--- config.mk ---
export PLATFORM = sky130hd
export DESIGN_NAME = seven_scan
export DESIGN_NICKNAME = d
export VERILOG_FILES = /design/src/rtl/seven_pkg.sv /design/src/rtl/seven_tick.sv /design/src/rtl/seven_scan.sv
export SDC_FILE = /design/constraint.sdc
export NUM_CORES = 1
export LEC_CHECK = 0
export ABC_AREA = 1
export ABC_CLOCK_PERIOD_IN_PS = 1400
export CELL_PAD_IN_SITES_DETAIL_PLACEMENT = 0
export CELL_PAD_IN_SITES_GLOBAL_PLACEMENT = 1
export CORE_MARGIN = 4
export CORE_UTILIZATION = 25
export DETAILED_ROUTE_END_ITERATION = 10
export GPL_TIMING_DRIVEN = 0
export PLACE_DENSITY = 0.63
export SLEW_MARGIN = 20
export SYNTH_ARGS = -nofsm -noshare
export SYNTH_HDL_FRONTEND = slang
export SYNTH_SLANG_ARGS = --single-unit
--- constraint.sdc ---
create_clock -name clk -period 1.4 [get_ports clk]
set_input_delay 0.21 -clock clk [delete_from_list [all_inputs] [get_ports clk]]
set_output_delay 0.21 -clock clk [all_outputs]
set_load 0.02 [all_outputs]
--- src/rtl/seven_pkg.sv ---
// Shared constants and helpers for the four-digit multiplexed BCD display scanner.
// The display word is NDIG nibbles wide, digit0 in the least-significant nibble.
package seven_pkg;

  localparam int NDIG   = 4;
  localparam int DIG_W  = 4;
  localparam int WORD_W = NDIG * DIG_W;

  localparam logic [NDIG-1:0] AN_OFF = '1;

  // True when every nibble from position k up to the top digit is zero.
  function automatic logic upper_zero(input logic [WORD_W-1:0] word, input logic [1:0] k);
    logic zero;
    zero = 1'b1;
    for (int i = 0; i < NDIG; i++) begin
      if (i >= int'(k) && word[i*DIG_W +: DIG_W] != '0) begin
        zero = 1'b0;
      end
    end
    return zero;
  endfunction

endpackage

--- src/rtl/seven_tick.sv ---
// Free-running prescaler: counts 0..PRESCALE-1 and flags the last count as tick.
// Every digit slot of the scanner lasts exactly one full prescaler period.
module seven_tick #(
  parameter int PRESCALE = 1000
) (
  input  logic clk,
  input  logic rst,
  output logic tick
);

  localparam int CNT_W = $clog2(PRESCALE);
  localparam logic [CNT_W-1:0] LAST = CNT_W'(PRESCALE - 1);

  logic [CNT_W-1:0] cnt;

  always_ff @(posedge clk or posedge rst) begin
    if (rst) begin
      cnt <= '0;
    end else if (cnt == LAST) begin
      cnt <= '0;
    end else begin
      cnt <= cnt + CNT_W'(1);
    end
  end

  assign tick = (cnt == LAST);

endmodule

--- src/rtl/seven_scan.sv ---
// Four-digit multiplexed BCD display scanner with a one-deep pending word so that
// new display contents only take effect at a frame boundary.
module seven_scan
  import seven_pkg::*;
#(
  parameter int PRESCALE = 1000
) (
  input  logic              clk,
  input  logic              rst,
  input  logic              in_valid,
  output logic              in_ready,
  input  logic [WORD_W-1:0] din,
  input  logic              blank_lz,
  output logic [DIG_W-1:0]  bcd,
  output logic [NDIG-1:0]   an
);

  logic              tick;
  logic [1:0]        idx;
  logic [WORD_W-1:0] disp;
  logic [WORD_W-1:0] pend;
  logic              pend_full;
  logic              frame_end;
  logic              xfer;

  seven_tick #(.PRESCALE(PRESCALE)) u_tick (
    .clk  (clk),
    .rst  (rst),
    .tick (tick)
  );

  assign frame_end = tick && (idx == 2'd3);
  assign in_ready  = ~pend_full;
  assign xfer      = in_valid && in_ready;

  always_ff @(posedge clk or posedge rst) begin
    if (rst) begin
      idx <= 2'd0;
    end else if (tick) begin
      idx <= idx + 2'd1;
    end
  end

  // A word arriving exactly on the boundary bypasses pend; otherwise it waits there.
  always_ff @(posedge clk or posedge rst) begin
    if (rst) begin
      disp      <= '0;
      pend      <= '0;
      pend_full <= 1'b0;
    end else if (frame_end) begin
      if (pend_full) begin
        disp      <= pend;
        pend_full <= 1'b0;
      end else if (xfer) begin
        disp <= din;
      end
    end else if (xfer) begin
      pend      <= din;
      pend_full <= 1'b1;
    end
  end

  always_comb begin
    bcd = disp[DIG_W*idx +: DIG_W];
    an  = ~(NDIG'(1) << idx);
    if (blank_lz && idx != 2'd0 && upper_zero(disp, idx)) begin
      an = AN_OFF;
    end
  end

endmodule

### After elaboration in Yosys (flattened, before gate mapping)

Cells that the tools add are included.

* multiplexer cells: 10
* magnitude comparators: 3
* divide/modulo/power cells: 0
* shifts and indexed selects: 2
* bitwise gates (word level): 3
* multiply operators: 0
* reduce and logical (&&, ||, !) cells: 16
* add/subtract/negate cells: 2
* equality and inequality tests: 2

Operator list (count)
* 16-bit two-way mux: 2
* 4-bit nonzero test: 4
* 16-bit by 5-bit indexed part select with 4-bit output: 1
* 10-bit by 1-bit adder with 10-bit output (second input constant): 1
* 10-bit == test (second input constant): 1
* 10-bit two-way mux: 1
* 1-bit logical AND: 7
* 1-bit two-way mux: 6
* 2-bit nonzero test: 3
* 1-bit by 2-bit greater-or-equal comparator with 1-bit output (first input constant): 2
* 4-bit two-way mux: 1
* 4-bit NOT: 1
* 2-bit AND reduction: 2
* 1-bit by 2-bit << shifter with 4-bit output (first input constant): 1
* 2-bit by 1-bit adder with 2-bit output (second input constant): 1
* 2-bit == test (second input constant): 1
* 2-bit greater-or-equal comparator (first input constant): 1
* 1-bit NOT: 2

* memories kept: 0
* bits in latches: 0
* input bits: 20
* RAM bits: 0
* output and inout port bits: 9
* flip-flop bits (word level): 45
* ROM bits: 0

### Depth between registers and ports, before layout

* depth in word-level cells: 8
* depth in mapped cells: 9
* depth with buffers taken out: 8

### Modules after synthesis

A second synthesis with hierarchy kept.

* cell total of the unflattened synthesis: 307
* area, all modules: 2391.0 sq um

Modules (own cells, without submodules)
* seven_scan: instances 1, cells each 224, area each 1813.0 sq um
* seven_tick: instances 1, cells each 83, area each 578.1 sq um

### Worst setup path after synthesis

OpenSTA, ideal clock, no wires.

* path kind: register -> output
* start: register idx[0]
* end: output port an[1]
* data required time: 1.190 ns
* slack: -0.399 ns
* cell stages (with the launch flop): 9
* data arrival time: 1.589 ns
* cells stage by stage: dfrtp_1 buf_2 clkinv_1 ha_1 inv_1 nand2_1 nor2_1 nand4_1 nand2_1

* word-level cells in the longest chain between the ends: 8
* elaborated cells on any way between the ends: 16
* classes of those cells: order compare: 3; shift: 1; mux: 5; bitwise: 1; reduce/logical: 6

RTL lines
* start, declared: RTL line seven_scan.sv:19 `logic [1:0] idx;`
* start signal, assigned: RTL line seven_scan.sv:40 `idx <= idx + 2'd1;`
* 1-bit by 2-bit greater-or-equal comparator with 1-bit output: RTL line seven_pkg.sv:16 `if (i >= int'(k) && word[i*DIG_W +: DIG_W] != '0) begin`
* 1-bit logical AND: RTL line seven_pkg.sv:16
* 1-bit two-way mux (4 in series): RTL line seven_pkg.sv:16
* 1-bit logical AND: RTL line seven_scan.sv:66 `if (blank_lz && idx != 2'd0 && upper_zero(disp, idx)) begin`
* 4-bit two-way mux *: RTL line seven_scan.sv:66
* end, declared: RTL line seven_scan.sv:15 `output logic [NDIG-1:0] an`

Mark *: on every way between the ends. The rest lies on a longest branch, timed or not.

### Worst setup path after layout

* start: register idx[1]
* end: output port an[3]

The elaborated chain is that of the path after synthesis.

==> impl_results.rst <==
.. list-table::
   :header-rows: 1

   * - Metric
     - Value
   * - Status
     - complete, but fails checks
   * - Failing checks
     - negative setup slack
   * - # H-tree levels
     - 2
   * - Antenna violations before repair
     - 0
   * - Post-Syn Instances
     - 310
   * - Power per cell area
     - 797 nW/µm²
   * - Placed cells
     - 468
   * - IO Pins
     - 29
   * - Vias
     - 2229
   * - Per-cell routed wire length
     - 12.9 µm
   * - Skew-Pair Late Insertion Delay
     - 0.30 ns
   * - Routed via count divided by cell count
     - 4.41
   * - Max_slew headroom
     - 57.0%
   * - Remaining design rule violation count
     - 0
   * - Part of the power in the clock network
     - 42.1%
   * - Dpl ws
     - -0.926 ns
   * - VDD IR-drop max
     - 0.388 mV
   * - Startpoint kind of the worst setup timing path
     - register
   * - CTS sink cnt
     - 45
   * - Hold buffer count at CTS
     - 0
   * - Area enclosed by the die boundary
     - 11200 µm²
   * - TritonCTS clock tree
     - yes
   * - Setup repair after global routing missed its margin
     - true
   * - Reg-to-Reg Start
     - u_tick.cnt[0]$_DFF_PP0_
   * - Synth cell types
     - 28
   * - Total Routed Length
     - 6490 µm
   * - Final worst clock skew
     - 0.0107 ns
   * - Post-synth design cell area
     - 2380 µm²
   * - Post-synthesis async set-or-reset flop share
     - 100%
   * - Share of layout cells above drive strength 1
     - 32.7%
   * - Ys Warns
     - 0
   * - Leak Pwr
     - 1.77 nW
   * - Mean instance size in the synthesized netlist
     - 7.69 µm²
   * - Most common flop cell mapped by yosys
     - sky130_fd_sc_hd__dfrtp_1
   * - Post-Route Hold Slack
     - 0.313 ns
   * - Global-route wire length before repair
     - 10800 µm
   * - Maximum Capacitance Violations
     - 0
   * - Time the final worst path needs with I/O delays and setup
     - 1.89 ns
   * - Number of hold-slack violations in the final timing report
     - 0
   * - Logic gate share of total power
     - 7.8%
   * - Worst setup path category
     - reg2out
   * - Ant diodes
     - 0
   * - Initial standard-cell utilization of the core
     - 25.8%
   * - Die width
     - 106 µm
   * - Path category of the worst min-delay check
     - in2async
   * - Initial DRC Count
     - 71
   * - PnR worst setup slack
     - -0.489 ns
   * - Max Slew Vio Count
     - 0
   * - Pin count of the biggest net entering global routing
     - 29
   * - Layout net count
     - 400
   * - Maximum clock frequency
     - 0.529 GHz
   * - Sequential fraction of design power
     - 50.1%
   * - Overall die height
     - 106 µm
   * - Final HPWL DP
     - 4390 µm
   * - Nets in the synthesized netlist
     - 335
   * - Core Region
     - 9240 µm²
   * - Via count of the first global-routing pass
     - 2176
   * - Final weighted congestion of routability-driven global placement
     - 0.740
   * - Total Power
     - 0.00278 W
   * - Total iterations of the first detailed-routing run
     - 4
   * - Number of cell instances on the worst register-to-register path
     - 9
   * - Root buffer selected by CTS
     - sky130_fd_sc_hd__clkbuf_8
   * - Switching Power
     - 0.000601 W
   * - Remaining antenna violation count
     - 0
   * - Data required time at the worst endpoint
     - 1.19 ns
   * - Flip-flop and latch count after synthesis
     - 45
   * - Total overflow reported by the global router
     - 0
   * - Crit path DAT
     - 1.68 ns
   * - Slew @ Worst Pin
     - 0.644 ns
   * - Number of buffer cells added on primary ports
     - 28
   * - Cts bufs inserted
     - 5
   * - Setup slack, reg-to-reg
     - -0.08 ns
   * - Layout Cells excl Fill
     - 505
   * - Critical register-to-register path endpoint
     - disp[3]$_DFFE_PP0P_
   * - Internal portion of total power
     - 0.00217 W
   * - Clock transition at path regs
     - 0.08 ns
   * - Final sum of negative setup slack
     - -3.66 ns
   * - Number of failing setup endpoints in the final timing report
     - 27
   * - Peak fanout along the critical path
     - 10
   * - Layout overhead on the synthesized area
     - 46.1%
   * - Number of enable flip-flop cells after synthesis
     - 0
   * - Clock buffer depth
     - 2
   * - Sequential cell area fraction in the yosys report
     - 47.2%
   * - Category of the worst setup path capture point
     - output pin
   * - Final worst-path cycle share
     - 135%
   * - Global-route total usage across every layer
     - 12.0%
   * - Switching Fraction
     - 21.6%
   * - Site row count
     - 35
power by group through the flow:
stage | registers, W | clock network, W | logic (W)
6_report | 0.00139 | 0.00117 | 0.000217
5_1_grt | 0.00140 | 0.00126 | 0.000249
4_1_cts | 0.00138 | 0.00120 | 0.000206
3_5_place_dp | 0.00140 | 0 | 0.000205
3_3_place_gp | 0.00140 | 0 | 0.000194
2_1_floorplan | 0.00140 | 0 | 0.000103
worst max-delay path by stage:
| stage | slack, ns | startpoint | to | cells after the start |
|---|---|---|---|---|
| 2_1_floorplan | -0.08 | idx[0]$_DFFE_PP0N_ | an[1] | 8 |
| 3_3_place_gp | -0.94 | idx[1]$_DFFE_PP0N_ | an[1] | 6 |
| 3_5_place_dp | -0.93 | idx[1]$_DFFE_PP0N_ | an[3] | 6 |
| 4_1_cts | -0.52 | idx[0]$_DFFE_PP0N_ | an[3] | 10 |
| 5_1_grt | -0.58 | idx[0]$_DFFE_PP0N_ | an[3] | 7 |
| 6_report | -0.49 | idx[1]$_DFFE_PP0N_ | an[3] | 7 |
flip-flops by register name (all words and copies together), names as in the netlist:
name and cells:
disp 16, pend 16, u_tick.cnt 10, idx 2, pend_full 1
final cells by class:
type	count	area, µm²
plain buffers	13	130
clock buffers	5	68.8
clock inverters	3	65.1
fillers	977	5760
inverters	15	76.3
multi-input cells	237	1300
flip-flops and latches	45	1130
well taps	129	161
repair buffers	58	553
critical path, stage by stage, from the launching register on:
cell and delay (ns):
sky130_fd_sc_hd__dfrtp_2 0.44, sky130_fd_sc_hd__ha_2 0.23, sky130_fd_sc_hd__buf_6 0.15, sky130_fd_sc_hd__a21o_1 0.16
sky130_fd_sc_hd__nand4_1 0.10, sky130_fd_sc_hd__buf_4 0.13, sky130_fd_sc_hd__nand2_2 0.05, sky130_fd_sc_hd__buf_6 0.13
routing by layer:
layer | global-route usage [%] | wire length, µm
met1 | 17.0 | 3270
met2 | 18.7 | 2990
met3 | 2.33 | 172
met4 | 2.78 | 60
met5 | 0 | 0
logic make-up (layout without fill, tap and decap cells):
| kind of cell | after synthesis | in the layout | share of synthesized area [%] |
|---|---|---|---|
| flip-flops | 45 | 45 | 47.2 |
| adder cells (fa/ha/maj) | 5 | 5 | 2.62 |
| buffers and inverters | 28 | 94 | 5.56 |
| XOR/XNOR | 4 | 4 | 1.47 |
| AO/OA/AOI/OAI | 18 | 18 | 4.15 |
| AND/OR/NAND/NOR | 210 | 210 | 39.0 |
cell usage after synthesis, types with 2 or more instances:
cell                         n  area share [%]
sky130_fd_sc_hd__nand2_1   133              21
sky130_fd_sc_hd__dfrtp_1    45              47
sky130_fd_sc_hd__nor2_1     27             4.3
sky130_fd_sc_hd__nand4_1    18             4.7
sky130_fd_sc_hd__nand3_1    17             3.6
sky130_fd_sc_hd__inv_1      12             1.9
sky130_fd_sc_hd__o21ai_0    11             2.3
sky130_fd_sc_hd__ha_1        5             2.6
sky130_fd_sc_hd__buf_2       4            0.84
sky130_fd_sc_hd__buf_4       4             1.3
sky130_fd_sc_hd__clkbuf_1    4            0.63
sky130_fd_sc_hd__nor3_1      4            0.84
sky130_fd_sc_hd__o22ai_1     4             1.0
sky130_fd_sc_hd__nand2_2     3            0.79
sky130_fd_sc_hd__nor2_2      3            0.79
sky130_fd_sc_hd__xor2_1      3             1.1
sky130_fd_sc_hd__inv_2       2            0.32
cells in the final DEF (no fill, tap or decap), drive strengths merged:
cell type      netlist  routed
clkbuf               4      10
inv                 14      14
xor2                 3       3
a31oi                1       1
bufinv               0       2
nor3b                1       1
nand4               19      19
clkinv               1       2
o21ai               11      11
nand2              136     136
ha                   5       5
xnor2                1       1
clkdlybuf4s50        0      19
dfrtp               45      45
nand3               18      18
a21o                 1       1
nor3                 4       4
a21oi                1       1
nor2                31      31
buf                  9      47
or2                  1       1
o22ai                4       4
timing repair:
action / 4_1_cts / 5_1_grt
pin swaps: 9 / 7
setup endpoints to repair: 49 / 46
cloned: 2 / 1
buffers inserted: 22 / 4
gates resized for setup: 89 / 43
metrics by stage:
stage	instance area [µm²]	util (%)
after CTS	3330	36.1
after global placement	2870	31.1
after global routing	3480	37.7
after detailed placement	2900	31.4
final	3480	37.7
after floorplan	2430	-
No activity file was read; power rests on OpenSTA's default activity.
